--- config.mk ---
export PLATFORM = sky130hd
export DESIGN_NAME = risc_controller
export DESIGN_NICKNAME = d
export VERILOG_FILES = /design/src/rtl/risc_pkg.sv /design/src/rtl/risc_phase_counter.sv /design/src/rtl/risc_controller.sv
export SDC_FILE = /design/constraint.sdc
export NUM_CORES = 1
export LEC_CHECK = 0
export BUFFER_PORTS_ARGS = -buffer_cell sky130_fd_sc_hd__clkbuf_2
export CAP_MARGIN = 20
export CORE_AREA = 3 3 40 42
export DETAILED_ROUTE_END_ITERATION = 10
export DIE_AREA = 0 0 43 45
export PLACE_DENSITY = 0.53
export SYNTH_ARGS = -nofsm -noshare
export SYNTH_HDL_FRONTEND = slang
export SYNTH_SLANG_ARGS = --single-unit
--- constraint.sdc ---
create_clock -name clk -period 1.7 [get_ports clk]
set_clock_uncertainty 0.15 [all_clocks]
set_input_delay 0.17 -clock clk [delete_from_list [all_inputs] [get_ports clk]]
set_output_delay 0.17 -clock clk [all_outputs]
set_load 0.01 [all_outputs]
--- src/rtl/risc_pkg.sv ---
// Shared constants for the RISC instruction sequencer.
//   PHASE_W / OP_W : widths of the phase counter and the opcode field
//   HLT..JMP       : opcode encodings (top 3 bits of the instruction)
//   INST_ADDR..STORE : names of the eight sequencer phases
package risc_pkg;

    localparam int unsigned PHASE_W = 3;
    localparam int unsigned OP_W    = 3;

    localparam logic [OP_W-1:0] HLT = 3'd0;
    localparam logic [OP_W-1:0] SKZ = 3'd1;
    localparam logic [OP_W-1:0] ADD = 3'd2;
    localparam logic [OP_W-1:0] AND = 3'd3;
    localparam logic [OP_W-1:0] XOR = 3'd4;
    localparam logic [OP_W-1:0] LDA = 3'd5;
    localparam logic [OP_W-1:0] STO = 3'd6;
    localparam logic [OP_W-1:0] JMP = 3'd7;

    localparam logic [PHASE_W-1:0] INST_ADDR  = 3'd0;
    localparam logic [PHASE_W-1:0] INST_FETCH = 3'd1;
    localparam logic [PHASE_W-1:0] INST_LOAD  = 3'd2;
    localparam logic [PHASE_W-1:0] IDLE       = 3'd3;
    localparam logic [PHASE_W-1:0] OP_ADDR    = 3'd4;
    localparam logic [PHASE_W-1:0] OP_FETCH   = 3'd5;
    localparam logic [PHASE_W-1:0] ALU_OP     = 3'd6;
    localparam logic [PHASE_W-1:0] STORE      = 3'd7;

    // Opcodes that read an operand from memory and load the accumulator.
    function automatic logic is_aluop(input logic [OP_W-1:0] op);
        return (op == ADD) || (op == AND) || (op == XOR) || (op == LDA);
    endfunction

endpackage

--- src/rtl/risc_phase_counter.sv ---
// Free-running modulo-8 phase counter for the instruction sequencer.
//   clk   : system clock
//   rst   : asynchronous active-high reset, forces phase to INST_ADDR
//   en    : count enable; counter holds its value while low
//   phase : current phase
module risc_phase_counter
    import risc_pkg::*;
(
    input  logic               clk,
    input  logic               rst,
    input  logic               en,
    output logic [PHASE_W-1:0] phase
);

    logic [PHASE_W-1:0] phase_q, phase_d;

    // Natural wrap of the 3-bit add gives 7 -> 0 with no extra cycle.
    always_comb begin
        phase_d = phase_q;
        if (en) begin
            phase_d = phase_q + PHASE_W'(1);
        end
    end

    always_ff @(posedge clk or posedge rst) begin
        if (rst) begin
            phase_q <= INST_ADDR;
        end else begin
            phase_q <= phase_d;
        end
    end

    assign phase = phase_q;

endmodule

--- src/rtl/risc_controller.sv ---
// 8-phase instruction sequencer: phases 0-3 fetch, 4-7 execute.
//   clk, rst : clock and asynchronous active-high reset
//   opcode   : opcode from the instruction register
//   zero     : accumulator-is-zero flag
//   sel, rd, ld_ir, inc_pc, ld_pc, ld_ac, wr, data_e : datapath strobes,
//              decoded combinationally from (phase, opcode, zero)
//   halt     : sticky halt, set at the end of OP_ADDR of a HLT instruction
//   phase    : current phase (debug)
module risc_controller
    import risc_pkg::*;
(
    input  logic               clk,
    input  logic               rst,
    input  logic [OP_W-1:0]    opcode,
    input  logic               zero,
    output logic               sel,
    output logic               rd,
    output logic               ld_ir,
    output logic               inc_pc,
    output logic               ld_pc,
    output logic               ld_ac,
    output logic               wr,
    output logic               data_e,
    output logic               halt,
    output logic [PHASE_W-1:0] phase
);

    logic halt_q, halt_d;
    logic aluop;

    // Counter stops while halted, leaving phase parked at OP_FETCH.
    risc_phase_counter u_phase_counter (
        .clk   (clk),
        .rst   (rst),
        .en    (~halt_q),
        .phase (phase)
    );

    // State register
    always_ff @(posedge clk or posedge rst) begin
        if (rst) begin
            halt_q <= 1'b0;
        end else begin
            halt_q <= halt_d;
        end
    end

    // Next-state: halt latches on the edge that closes OP_ADDR of a HLT.
    always_comb begin
        halt_d = halt_q;
        if ((phase == OP_ADDR) && (opcode == HLT)) begin
            halt_d = 1'b1;
        end
    end

    assign aluop = is_aluop(opcode);
    assign halt  = halt_q;

    // Output decode
    always_comb begin
        sel    = 1'b0;
        rd     = 1'b0;
        ld_ir  = 1'b0;
        inc_pc = 1'b0;
        ld_pc  = 1'b0;
        ld_ac  = 1'b0;
        wr     = 1'b0;
        data_e = 1'b0;
        unique case (phase)
            INST_ADDR: begin
                sel = 1'b1;
            end
            INST_FETCH: begin
                sel = 1'b1;
                rd  = 1'b1;
            end
            INST_LOAD, IDLE: begin
                sel   = 1'b1;
                rd    = 1'b1;
                ld_ir = 1'b1;
            end
            OP_ADDR: begin
                inc_pc = 1'b1;
            end
            OP_FETCH: begin
                rd = aluop;
            end
            ALU_OP: begin
                rd     = aluop;
                inc_pc = (opcode == SKZ) && zero;
                ld_pc  = (opcode == JMP);
                data_e = (opcode == STO);
            end
            STORE: begin
                rd     = aluop;
                ld_ac  = aluop;
                inc_pc = (opcode == JMP);
                ld_pc  = (opcode == JMP);
                wr     = (opcode == STO);
                data_e = (opcode == STO);
            end
            default: begin
            end
        endcase
    end

endmodule

==> results of run 1 <==
synthesized netlist by cell type (2+ instances only):
library cell  n
dfrtp_1       4
ha_1          6
inv_1         6
nand2_1       3
nor2_1        2
nor3b_1       2
xnor2_1       2
power by group through the flow:
stage               logic [mW]  clock network (mW)  registers [mW]
finish                  0.0193               0.114          0.0957
global route            0.0213               0.129          0.0957
CTS                     0.0180               0.122          0.0957
detailed placement      0.0162                   0          0.0969
global placement        0.0162                   0          0.0969
floorplan              0.00560                   0          0.0969
metrics by stage:
step | total power, mW | instances
after floorplan | 0.103 | 39
after global placement | 0.113 | 71
after detailed placement | 0.113 | 71
after CTS | 0.236 | 78
after global routing | 0.246 | 80
final | 0.229 | 80
worst max-delay path, stage by stage, from the launching register on:
cell	delay, ns
dfrtp_2	0.41
ha_4	0.18
ha_4	0.16
a21oi_4	0.04
nor3b_2	0.21
clkbuf_2	0.16
layout by cell type, fill, tap and decap left out, types with 2 or more instances in the layout:
| cell | count |
|---|---|
| clkbuf_2 | 15 |
| buf_4 | 5 |
| inv_1 | 4 |
| ha_4 | 4 |
| nand2_1 | 3 |
| clkbuf_4 | 3 |
| dfrtp_2 | 3 |
| inv_2 | 2 |
| xnor2_1 | 2 |
| nor2_2 | 2 |
| nor3b_2 | 2 |
| buf_2 | 2 |
path summary, 6_finish.rpt:
| kind | start | end | slack, ns | cells past startpoint |
|---|---|---|---|---|
| hold / removal | opcode[2] | halt$_DFFE_PP0P_ | 0.07 | 2 |
| setup / recovery | u_phase_counter.phase[1]$_DFFE_PP0N_ | ld_pc | -0.02 | 5 |
| min in group asynchronous | rst | halt$_DFFE_PP0P_ | 0.20 | 3 |
| setup reg to reg | u_phase_counter.phase[1]$_DFFE_PP0N_ | halt$_DFFE_PP0P_ | 0.29 | 4 |
| max in group asynchronous | rst | u_phase_counter.phase[1]$_DFFE_PP0N_ | 1.05 | 3 |
| hold reg to reg | halt$_DFFE_PP0P_ | u_phase_counter.phase[0]$_DFFE_PP0N_ | 0.38 | 1 |
repair_timing:
action / CTS / global route
hold endpoints to repair: 4 / 0
setup buffers: 3 / 2
gates resized for setup: 12 / 10
hold buffers: 1 / 0
setup endpoints to repair: 8 / 6
pin swaps: 0 / 3
registers in the layout, summed over array words and instances, names as in the netlist:
register               cells
u_phase_counter.phase      3
halt                       1
routing by layer:
metal	vias to the layer above	GRT usage, %
met1	170	12.4
li1	186	-
met2	12	15.9
met3	2	2.79
met5	-	0
met4	0	9.04
cells by family after synthesis:
| group | count (synthesis) |
|---|---|
| compound gates | 6 |
| xor+xnor | 2 |
| fa+ha+maj | 6 |
| buf+inv | 6 |
| flops | 4 |
| mux | 2 |
| simple gates | 13 |
final cells by class:
type	count	area, sq um	share of cell area, %
multi-input cells	29	312	50.9
inverters	6	22.5	3.68
repair buffers	23	133	21.7
clock buffers	3	22.5	3.68
flip-flops and latches	4	104	17.0
well taps	15	18.8	3.07
==> impl_metrics.csv, run 1 <==
group,metric,value,unit
run_status,outcome,"finished with violations",
run_status,violations,"negative setup slack",
placed_design,place.gp.congestion,0.634,
clock_tree,clock_path_buffers,2,
cells_and_area,diodes,0,
cells_and_area,area_growth,72.2,%
routing,drcViolationCount,0,
routing,wl_per_cell,11.6,um
yosys,synth-compound-area-share,13.4,%
timing,hold_violations,0,
yosys,synth_nets,51,
clock_tree,cts_sinks,4,
floorplan,rows,13,
yosys,ys_warn_count,0,
floorplan,coreArea,1280,sq um
timing,setup_tns,-0.0169,ns
routing,initialDrtViolationCount,3,
clock_tree,cts_tree,"yes",
clock_tree,cts_root_buf,"clkbuf_4",
global_routing,grt_pass1_wl,1480,um
yosys,synth_mux_area_share,5.99,%
routing,dr.pass1.iters,2,
placed_design,pre_cts_ws,0.0794,ns
cells_and_area,fillCellCount,134,
power_and_ir_drop,power_density,374,nW/um^2
timing,period_minus_slack,1.72,ns
power_and_ir_drop,switching_share,20.3,%
timing,tightest_slew,0.346,ns
placed_design,numPortBuffers,17,
clock_tree,cts_buffers,3,
routing,wl_met1,384,um
timing,holdWs,0.0704,ns
setup_path,worstSetupPathType,"reg2out",
routing,vias,370,
power_and_ir_drop,power.leakage,0.276,nW
cells_and_area,fin_util,47.6,%
power_and_ir_drop,pwr-share-clk,49.8,%
yosys,synth_top_family_by_area,"adder cells",
yosys,netlist_area,355,sq um
yosys,synth_area_per_cell,9.11,sq um
timing,period_share,101,%
timing,rsz0062_at_grt,"true",
routing,wl_met3,48,um
clock_tree,cts.clk_slew.worst_paths,0.04,ns
global_routing,antenna_found_initial,0,
power_and_ir_drop,seqPwrFrac,41.8,%
floorplan,die-area,1940,sq um
timing,layout_setup_ws,-0.0169,ns
yosys,yosysTopAreaCell,"dfrtp_1",
routing,routed_via_density,4.63,
yosys,synth_top_area_share,28.2,%
setup_path,endpoint_kind,"output port",
global_routing,grt_overflow,0,
power_and_ir_drop,p_sw,0.0465,mW
yosys,synthSimpleGateAreaFrac,20.1,%
yosys,synth_area_leaders,"dfrtp_1 (28%), ha_1 (21%), inv_1 (6.3%), xnor2_1 (4.9%), nor3b_1 (4.2%)",
global_routing,first_global_vias,357,
floorplan,die_width,43,um
routing,highest_layer,"met4",
routing,met2_length,469,um
floorplan,initial_core_util,27.7,%
setup_path,worstPathRequired,1.38,ns
setup_path,start_kind,"flop",
placed_design,dpl_cell_area,459,sq um
yosys,ys_ff_latch,4,
timing,fmax,582,MHz
floorplan,die_y,45,um
clock_tree,clk_latency,0.23,ns
global_routing,grt_usage,10.5,%
yosys,synth-adder-area-share,21.1,%
worst_hold_path,hold_class,"in2reg",
timing,relSlewSlack,76.6,%
yosys,synthXorXnorAreaFrac,4.93,%
cells_and_area,drive_above_1_share,64.6,%
power_and_ir_drop,pwr-share-comb,8.4,%
floorplan,io_pins,18,
timing,setup_viol,1,
setup_path,worstPathArrival,1.40,ns
power_and_ir_drop,ir_drop,207,uV
yosys,async_reset_ff_share,100,%
yosys,syn-instance-count,39,
cells_and_area,fin_area,612,sq um
yosys,yosysSeqAreaShare,28.2,%
cells_and_area,nNetsFinal,79,
power_and_ir_drop,cellInternalPower,0.183,mW
run,cap_viol_max_count,0,
timing,drv_slew,0,
yosys,synth-edff-count,0,
routing,ant_nets,0,
global_routing,grt_max_degree,11,
routing,drt_wl_total,925,um
clock_tree,h-tree-depth,1,
placed_design,place_hpwl,609,um
yosys,ys_types,21,
yosys,ys.flop_type,"dfrtp_1",
setup_path,cp_max_fo,4,
Power figures use the tool's default switching activity.
==> inputs of run 2 (changes only) <==
CELL_PAD_IN_SITES_DETAIL_PLACEMENT = 1   (was unset)
CELL_PAD_IN_SITES_GLOBAL_PLACEMENT = 2   (was unset)
CORE_AREA = unset   (was 3 3 40 42)
CORE_MARGIN = 3   (was unset)
CORE_UTILIZATION = 18   (was unset)
CTS_BUF_LIST = sky130_fd_sc_hd__clkbuf_4 sky130_fd_sc_hd__clkbuf_8 sky130_fd_sc_hd__clkbuf_16   (was unset)
DIE_AREA = unset   (was 0 0 43 45)
PLACE_DENSITY = 0.7   (was 0.53)
SYNTH_HIERARCHICAL = 1   (was unset)
==> run 2 against run 1 <==
Effect of this change:
- the run now ends clean
- sequential share of layout area is 8.3 points higher
- cell count is 18% lower
- register-to-register slack better by 0.12 ns
- via count is 21% lower
- critical endpoint is now inc_pc
==> impl_metrics.csv, run 2 <==
group,metric,value,unit
clock_tree,clock_path_buffers,2,
global_routing,antenna_found_initial,0,
cells_and_area,diodes,0,
floorplan,rows,13,
clock_tree,h-tree-depth,1,
placed_design,numPortBuffers,17,
timing,fmax,642,MHz
global_routing,grt_pass1_wl,1170,um
yosys,synth_top_area_share,38.6,%
routing,met2_length,288,um
cells_and_area,layout_commonest_cell,"clkbuf_2",
power_and_ir_drop,pwr-share-clk,15.9,%
yosys,netlist_area,259,sq um
setup_path,cp_max_fo,7,
clock_tree,cts_sinks,4,
cells_and_area,final_cell_mix,"clkbuf_2 (17), inv_1 (6), nor2_1 (5)",
routing,highest_layer,"met4",
routing,dr.pass1.iters,2,
yosys,synth.most_common_cell,"inv_1",
timing,drv_slew,0,
routing,wl_met3,124,um
power_and_ir_drop,power.leakage,0.222,nW
cells_and_area,fillCellCount,167,
power_and_ir_drop,ir_drop,614,uV
routing,drt_wl_total,759,um
timing,hold_violations,0,
run_status,outcome,"finished, final reports clean",
power_and_ir_drop,cellInternalPower,0.412,mW
placed_design,place.gp.congestion,0.674,
global_routing,grt_usage,8.76,%
worst_hold_path,hold_class,"in2async",
clock_tree,cts_tree,"yes",
timing,rsz0062_at_grt,"false",
global_routing,grt_overflow,0,
power_and_ir_drop,p_sw,0.316,mW
power_and_ir_drop,switching_share,43.4,%
yosys,yosysTopAreaCell,"dfrtp_1",
setup_path,startpoint,"u_phase_counter/phase[1]$_DFFE_PP0P_",
setup_path,rr_endpoint,"u_phase_counter/phase[1]$_DFFE_PP0P_",
timing,setup_tns,0,ns
yosys,ys_ff_latch,4,
run,cap_viol_max_count,0,
clock_tree,cts-hold-fix-buffers,1,
cells_and_area,largest_reg_flops,3,
cells_and_area,fin_area,395,sq um
cells_and_area,drive_above_1_share,45.1,%
timing,setup_viol,0,
setup_path,worstSetupEndpoint,"inc_pc",
floorplan,die-area,1930,sq um
yosys,ys_warn_count,6,
setup_path,start_kind,"flop",
yosys,synth_area_leaders,"dfrtp_1 (39%), inv_1 (8.7%), nor2_1 (7.2%), xnor2_1 (6.8%), mux2_4 (5.8%)",
power_and_ir_drop,power_density,1840,nW/um^2
floorplan,io_pins,18,
routing,ant_nets,0,
routing,routed_via_density,4.45,
setup_path,worstRegToRegCells,2,
global_routing,grt_max_degree,9,
yosys,async_reset_ff_share,100,%
clock_tree,post_cts_buffers,0,
setup_path,rr_startpoint,"u_phase_counter/phase[0]$_DFFE_PP0P_",
yosys,synthTopCellsByCount,"inv_1 (6), nor2_1 (5), dfrtp_1 (4)",
yosys,ys.flop_type,"dfrtp_1",
floorplan,die_y,43.9,um
floorplan,die_width,43.9,um
setup_path,worstPathRequired,1.38,ns
yosys,synth_nets,37,
yosys,synth_area_per_cell,8.63,sq um
clock_tree,cts_resized,0,
clock_tree,cts_root_buf,"clkbuf_4",
timing,tightest_slew,0.242,ns
yosys,syn-instance-count,30,
cells_and_area,nNetsFinal,60,
clock_tree,clk_latency,0.23,ns
yosys,ys_types,16,
global_routing,first_global_vias,263,
timing,period_share,91.7,%
routing,wl_met1,317,um
yosys,synth-edff-count,0,
clock_tree,cts.clk_slew.worst_paths,0.04,ns
setup_path,endpoint_kind,"output port",
timing,relSlewSlack,83.9,%
clock_tree,cts_buffers,3,
yosys,yosysSeqAreaShare,38.6,%
routing,vias,294,
timing,period_minus_slack,1.56,ns
routing,wl_per_cell,11.5,um
power_and_ir_drop,seqPwrFrac,32.1,%
cells_and_area,area_growth,52.7,%
setup_path,worstPathArrival,1.24,ns
setup_path,reg2reg_slack,0.41,ns
placed_design,place_hpwl,638,um
setup_path,worstSetupPathType,"reg2out",
placed_design,dpl_cell_area,363,sq um
routing,initialDrtViolationCount,1,
routing,drcViolationCount,0,
floorplan,coreArea,1320,sq um
power_and_ir_drop,pwr-share-comb,52.0,%
floorplan,initial_core_util,19.7,%
run 2: cell types whose count changed after synthesis, sizes merged, moves of 2 or more:
| cell | previous run | this run |
|---|---|---|
| ha | 6 | 1 |
| nand2 | 3 | 1 |
| nor2 | 2 | 6 |
| nor3b | 2 | 0 |
| o211ai | 2 | 0 |
run 2: area by class of cell:
type | instances | area, sq um | area share, %
multi-input combinational | 20 | 136 | 34.5
inverter | 6 | 22.5 | 5.70
tap | 15 | 18.8 | 4.75
timing repair buffer | 18 | 95.1 | 24.1
clock buffer | 3 | 22.5 | 5.70
sequential | 4 | 100 | 25.3
run 2: worst min-delay path by stage:
| stage | to | slack, ns | depth (start not counted) |
|---|---|---|---|
| after global routing | halt$_DFFE_PP0P_ | 0.18 | 3 |
| final | halt$_DFFE_PP0P_ | 0.17 | 3 |
| after CTS | halt$_DFFE_PP0P_ | 0.16 | 3 |
| after global placement | halt$_DFFE_PP0P_ | -0.15 | 2 |
| after floorplan | halt$_DFFE_PP0P_ | -0.25 | 1 |
| after detailed placement | halt$_DFFE_PP0P_ | -0.14 | 2 |
run 2: power by group through the flow:
| stage | sequential, mW | combinational [mW] | clock [mW] |
|---|---|---|---|
| final | 0.233 | 0.378 | 0.116 |
| after global routing | 0.249 | 0.420 | 0.124 |
| after CTS | 0.234 | 0.385 | 0.122 |
| after detailed placement | 0.234 | 0.382 | 0 |
| after global placement | 0.237 | 0.379 | 0 |
| after floorplan | 0.240 | 0.213 | 0 |
run 2: kinds of logic after synthesis:
logic type      after synthesis  synth area share (%)
simple gates                 11                  19.8
buf+inv                       6                  8.70
fa+ha+maj                     1                  4.83
xor+xnor                      3                  10.1
mux                           1                  5.80
flops                         4                  38.6
compound gates                4                  12.1
run 2: stage by stage:
step / worst slack [ns] / total power [mW] / utilization, % / hold WS, ns / std cells
after CTS: 0.121 / 0.741 / 30.0 / 0.163 / 66
after detailed placement: 0.377 / 0.616 / 27.5 / -0.141 / 62
final: 0.141 / 0.728 / 30.0 / 0.169 / 66
after floorplan: 0.356 / 0.453 / - / -0.251 / 30
after global placement: 0.374 / 0.617 / 27.5 / -0.148 / 62
after global routing: 0.0447 / 0.793 / 30.0 / 0.185 / 66
run 2: critical path, cell delays in order (launching register included):
cell	delay, ns
dfrtp_1	0.44
inv_1	0.10
a31oi_1	0.04
o32ai_1	0.23
clkbuf_2	0.18
run 2: metal layers:
metal | track usage (%) | vias up
met5 | 0 | -
met2 | 10.8 | 20
met3 | 4.98 | 4
li1 | - | 145
met1 | 9.98 | 125
met4 | 9.04 | 0
